**config.mk**
```make
export PLATFORM = sky130hd
export DESIGN_NAME = rew_path_encryptor
export DESIGN_NICKNAME = d
export VERILOG_FILES = /design/src/rtl/rew_path_encryptor.sv
export SDC_FILE = /design/constraint.sdc
export NUM_CORES = 2
export LEC_CHECK = 0
export CAP_MARGIN = 0
export CORE_AREA = 2 2 620 622
export CTS_BUF_LIST = sky130_fd_sc_hd__clkbuf_2
export DETAILED_ROUTE_END_ITERATION = 12
export DIE_AREA = 0 0 622 624
export REMOVE_ABC_BUFFERS = 1
export SLEW_MARGIN = 20
export SYNTH_ARGS = -nofsm -noshare
export SYNTH_HDL_FRONTEND = slang
export SYNTH_SLANG_ARGS = --single-unit
```
**constraint.sdc**
```tcl
create_clock -name Clock -period 24.7 [get_ports Clock]
set_input_delay 4.94 -clock Clock [delete_from_list [all_inputs] [get_ports Clock]]
set_output_delay 4.94 -clock Clock [all_outputs]
set_load 0.02 [all_outputs]
```
**src/rtl/rew_path_encryptor.sv**
```systemverilog
// rew_path_encryptor: XORs backend bursts with keystream masks, stamps per-bucket IVs into headers, streams to DRAM.
module rew_path_encryptor #(
  parameter int DDRDWidth        = 512,
  parameter int IVEntropyWidth   = 64,
  parameter int BktSize_DRBursts = 4,
  parameter int ORAML            = 3
) (
  input  logic                      Clock,
  input  logic                      Reset,
  input  logic [IVEntropyWidth-1:0] CmdPathIV,
  input  logic                      CmdValid,
  output logic                      CmdReady,
  input  logic [DDRDWidth-1:0]      BEDataIn,
  input  logic                      BEDataInValid,
  output logic                      BEDataInReady,
  input  logic [DDRDWidth-1:0]      MaskIn,
  input  logic                      MaskInValid,
  output logic                      MaskInReady,
  output logic [DDRDWidth-1:0]      DRAMWriteData,
  output logic                      DRAMWriteDataValid,
  input  logic                      DRAMWriteDataReady,
  output logic                      PathDone
);
  localparam int BW = BktSize_DRBursts > 1 ? $clog2(BktSize_DRBursts) : 1;
  localparam int LW = ORAML > 0 ? $clog2(ORAML + 1) : 1;
  localparam logic [1:0] ST_Idle   = 2'd0;
  localparam logic [1:0] ST_Stream = 2'd1;
  localparam logic [1:0] ST_Drain  = 2'd2;
  logic [1:0]                state_q, state_d;
  logic [IVEntropyWidth-1:0] base_iv_q, base_iv_d;
  logic [BW-1:0]             burst_cnt_q, burst_cnt_d;
  logic [LW-1:0]             level_cnt_q, level_cnt_d;
  logic [DDRDWidth-1:0]      out_data_q, out_data_d;
  logic                      out_valid_q, out_valid_d;
  logic                      path_done_q, path_done_d;
  logic                      out_free, streaming, xfer, last_burst, last, cmd_acc, drained;
  logic [DDRDWidth-1:0]      enc, enc_out;
  logic [IVEntropyWidth-1:0] hdr_iv;
  assign out_free   = ~out_valid_q | DRAMWriteDataReady;
  assign streaming  = state_q == ST_Stream;
  assign xfer       = streaming & BEDataInValid & MaskInValid & out_free;
  assign last_burst = burst_cnt_q == BW'(BktSize_DRBursts - 1);
  assign last       = last_burst & (level_cnt_q == LW'(ORAML));
  assign cmd_acc    = (state_q == ST_Idle) & CmdValid;
  assign drained    = (state_q == ST_Drain) & out_valid_q & DRAMWriteDataReady;
  assign enc        = BEDataIn ^ MaskIn;
  // Header IV goes out in plaintext; the masked IV field of the input is dropped.
  assign hdr_iv     = base_iv_q + IVEntropyWidth'(level_cnt_q);
  assign enc_out    = (burst_cnt_q == '0) ? {enc[DDRDWidth-1:IVEntropyWidth], hdr_iv} : enc;
  assign CmdReady           = state_q == ST_Idle;
  assign BEDataInReady      = streaming & MaskInValid & out_free;
  assign MaskInReady        = streaming & BEDataInValid & out_free;
  assign DRAMWriteData      = out_data_q;
  assign DRAMWriteDataValid = out_valid_q;
  assign PathDone           = path_done_q;
  always_comb begin
    state_d     = cmd_acc ? ST_Stream : (xfer & last) ? ST_Drain : drained ? ST_Idle : state_q;
    base_iv_d   = cmd_acc ? CmdPathIV : base_iv_q;
    burst_cnt_d = cmd_acc ? '0 : xfer ? (last_burst ? '0 : burst_cnt_q + BW'(1)) : burst_cnt_q;
    level_cnt_d = (cmd_acc | (xfer & last)) ? '0 : (xfer & last_burst) ? level_cnt_q + LW'(1) : level_cnt_q;
    out_valid_d = xfer | (out_valid_q & ~DRAMWriteDataReady);
    out_data_d  = xfer ? enc_out : out_data_q;
    path_done_d = drained;
  end
  always_ff @(posedge Clock or posedge Reset) begin
    if (Reset) begin
      state_q     <= ST_Idle;
      base_iv_q   <= '0;
      burst_cnt_q <= '0;
      level_cnt_q <= '0;
      out_data_q  <= '0;
      out_valid_q <= 1'b0;
      path_done_q <= 1'b0;
    end else begin
      state_q     <= state_d;
      base_iv_q   <= base_iv_d;
      burst_cnt_q <= burst_cnt_d;
      level_cnt_q <= level_cnt_d;
      out_data_q  <= out_data_d;
      out_valid_q <= out_valid_d;
      path_done_q <= path_done_d;
    end
  end
endmodule

```
==> results.py <==
metrics = {
    "power": {
        "pwr-share-comb": 0.148,
        "clkPwrFrac": 0.400,
        "powerDensity_mw_per_mm2": 41.5,
        "total_leakage_power_uw": 0.0188,
        "swShare": 0.314,
        "switching_power_uw": 663,
        "internal-power_uw": 1450,
        "seqPwrFrac": 0.452,
        "vdd_ir_drop_max_mv": 0.0262,
    },
    "cts": {
        "clock_latency_ns": 1.84,
        "clockBufferDepth": 4,
        "cts_setup_buffers": 0,
        "cts_tree": "yes",
        "path_clk_slew_ns": 0.06,
        "clockRootBuffer": "clkbuf_2",
        "numClockSinks": 584,
        "cts.repair.resized": 0,
        "hold_buffers": 0,
        "htreeDepth": 4,
        "cts_made_buffers": 193,
    },
    "route": {
        "drt_iter0_drc": 1693,
        "viasPerCell": 2.95,
        "ant_nets": 0,
        "drc": 0,
        "dr_total_vias": 28293,
        "routed_wl_um": 307000,
        "first_pass_iters": 5,
        "post_drt_wl_per_cell_um": 32.0,
    },
    "critical_path": {
        "cp_max_fo": 5,
        "critPathMaxStageDelay_ns": 0.63,
        "path_buf_inv": 2,
        "critPathKind": "in -> out",
        "endpoint_kind": "output port",
        "cp-start-kind": "input port",
        "critPathTopFamily": "buffers and inverters",
        "regToRegSetupSlack_ns": 20.58,
        "path_cells": "clkdlybuf4s50_1 > nand2b_1 > and3_1 > clkdlybuf4s50_1",
        "cp.arrival_ns": 6.45,
        "cpMostUsedCell": "clkdlybuf4s50_1",
        "cp_slowest_cell": "clkdlybuf4s50_1",
        "required_ns": 19.76,
    },
    "grt": {
        "grtUsageMet1": 0.149,
        "top_usage_layer": "met2",
        "antenna_found_initial": 454,
        "grtUsageTotal": 0.153,
        "grt_max_degree": 269,
        "grt.overflow.total": 0,
        "grtUsageMet3": 0.106,
        "grt_util_met2": 0.259,
        "grt_pass1_wl_um": 364000,
        "grt_pass1_vias": 26612,
    },
    "finish": {
        "drive_above_1_share": 0.0881,
        "fin_cells": 9602,
        "syn2layout_area_growth_pct": 88.9,
        "fin_area_mm2": 0.0510,
        "finalNetCount": 5446,
    },
    "place": {
        "dp.cells": 9189,
        "gp_congestion": 0.937,
        "pre_cts_ws_ns": 13.31,
        "numPortBuffers": 1610,
        "hpwl_um": 277000,
        "placed_cell_area_mm2": 0.0491,
    },
    "job": {
        "maxCapViolCount": 0,
    },
    "logic_synthesis": {
        "ys_types": 46,
        "ys.flop_type": "dfrtp_1",
        "synth_edf_count": 0,
        "ys_async_sr_fraction": 1.00,
        "ys_seq_elements": 584,
        "yosysSeqAreaShare": 0.542,
        "yosysWarnings": 0,
        "synth.cells.most_frequent": "dfrtp_1 (584), xnor2_1 (543), o21ai_0 (510)",
        "synth_top_cell_area_share": 0.542,
        "synth_cells": 2651,
        "avgSynthCellArea_um2": 10.2,
        "synth_area_mm2": 0.0270,
        "synth_area_leader_cell": "dfrtp_1",
        "synth.most_common_cell": "dfrtp_1",
        "synthTopCellsByArea": "dfrtp_1 (54%), xnor2_1 (18%), o21ai_0 (9.5%)",
    },
    "die": {
        "fp.dieH_um": 624,
        "start_util": 0.0708,
        "die_x_um": 622,
        "ios": 1611,
        "rows": 227,
        "fp.coreArea_mm2": 0.381,
        "die_area_mm2": 0.388,
    },
    "sta": {
        "setup_violations": 0,
        "finalHoldViolations": 0,
        "worst_slew_pin_slew_ns": 1.14,
        "fmax_ghz": 0.0878,
        "post-route-period-util": 0.461,
        "rsz0062_at_grt": "no",
        "min_period_ns": 11.39,
        "slew_headroom": 0.239,
        "drv_slew": 0,
        "fin_skew_ns": 0.257,
        "final.setup.worst_slack_ns": 13.31,
    },
    "hold_path": {
        "min_path_type": "reg -> reg",
    },
    "run_status": {
        "status": "finished, final reports clean",
    },
}
-- worst register-to-register path, stage by stage (launching register included) --
cell and delay [ns]:
dfrtp_1 0.67, nand4_1 0.78, nor2_1 1.02, nand3_1 0.71, nor2_1 0.30, xnor2_1 0.24
o21ai_0 0.13
-- cell families (layout without fill, tap and decap cells) --
logic type      count (synthesis)  after routing  synth area share
compound gates                597            597             0.113
xor+xnor                      574            574             0.186
fa+ha+maj                       6              6           0.00306
buf+inv                       150           1972            0.0215
flops                         584            584             0.542
mux                            59             59            0.0246
other cells                     0             91                 0
simple gates                  681            681             0.110
-- metrics by stage --
stage | hold slack (ns) | total power (µW) | utilization | TNS [ns]
after floorplan | 0.452 | 1060 | - | -1332.14
after global placement | 0.461 | 1290 | 0.129 | 0
final | 0.481 | 2110 | 0.134 | 0
after global routing | 0.503 | 2230 | 0.133 | 0
after CTS | 0.488 | 2180 | 0.133 | 0
after detailed placement | 0.465 | 1290 | 0.129 | 0
-- worst paths after layout --
kind | start | end | cells past startpoint
max in group asynchronous | Reset | DRAMWriteData[432] | 7
max | DRAMWriteDataReady | MaskInReady | 4
max reg2reg | base_iv_q[13] | DRAMWriteData[34] | 6
min reg2reg | DRAMWriteData[218] | DRAMWriteData[218] | 2
min in group asynchronous | Reset | DRAMWriteData[87] | 2
min | DRAMWriteData[218] | DRAMWriteData[218] | 2
-- routing by layer --
layer / wire length (µm) / share of wire
met5: 1790 / 0.0058
met4: 13300 / 0.043
met3: 46300 / 0.15
met2: 144000 / 0.47
met1: 102000 / 0.33
-- placed cells by master, fill, tap and decap left out, types with 4 or more instances in the layout --
cell             count
nand4_2              4
clkinv_2            12
mux2_2              58
nand3_1             28
and4_1               4
inv_1               11
clkinv_1            40
nor4_4               5
clkbuf_2           260
nor4_1               5
inv_6                4
diode_2             91
a21oi_1             61
xor2_1              31
xnor2_1            543
o21ai_0            510
ha_1                 4
o21ai_1              9
buf_4               27
nor3_1              55
and3_1               8
nand4_1             19
nand2_1            497
o21ai_2              4
clkdlybuf4s50_1   1609
dfrtp_1            584
a21o_1               9
nor2_1              38
-- registers in the layout, summed over array words and instances, names as in the netlist --
register / count
base_iv_q: 64
DRAMWriteDataValid: 1
level_cnt_q: 2
DRAMWriteData: 512
PathDone: 1
burst_cnt_q: 2
state_q: 2
-- cell type report --
| type | count | area (µm²) |
|---|---|---|
| well taps | 5038 | 6300 |
| multi-input cells | 1917 | 11800 |
| clock buffers | 260 | 1300 |
| diodes | 91 | 228 |
| clock inverters | 62 | 298 |
| inverters | 12 | 52.6 |
| fillers | 43569 | 330000 |
| repair buffers | 1638 | 16300 |
| flip-flops and latches | 584 | 14600 |
-- power groups by stage --
stage	sequential, µW	clock (µW)	combinational [µW]
6_report	955	846	313
5_1_grt	956	945	333
4_1_cts	955	910	319
3_5_place_dp	974	0	316
3_3_place_gp	974	0	315
2_1_floorplan	975	0	82.9
Power figures use the tool's default switching activity.
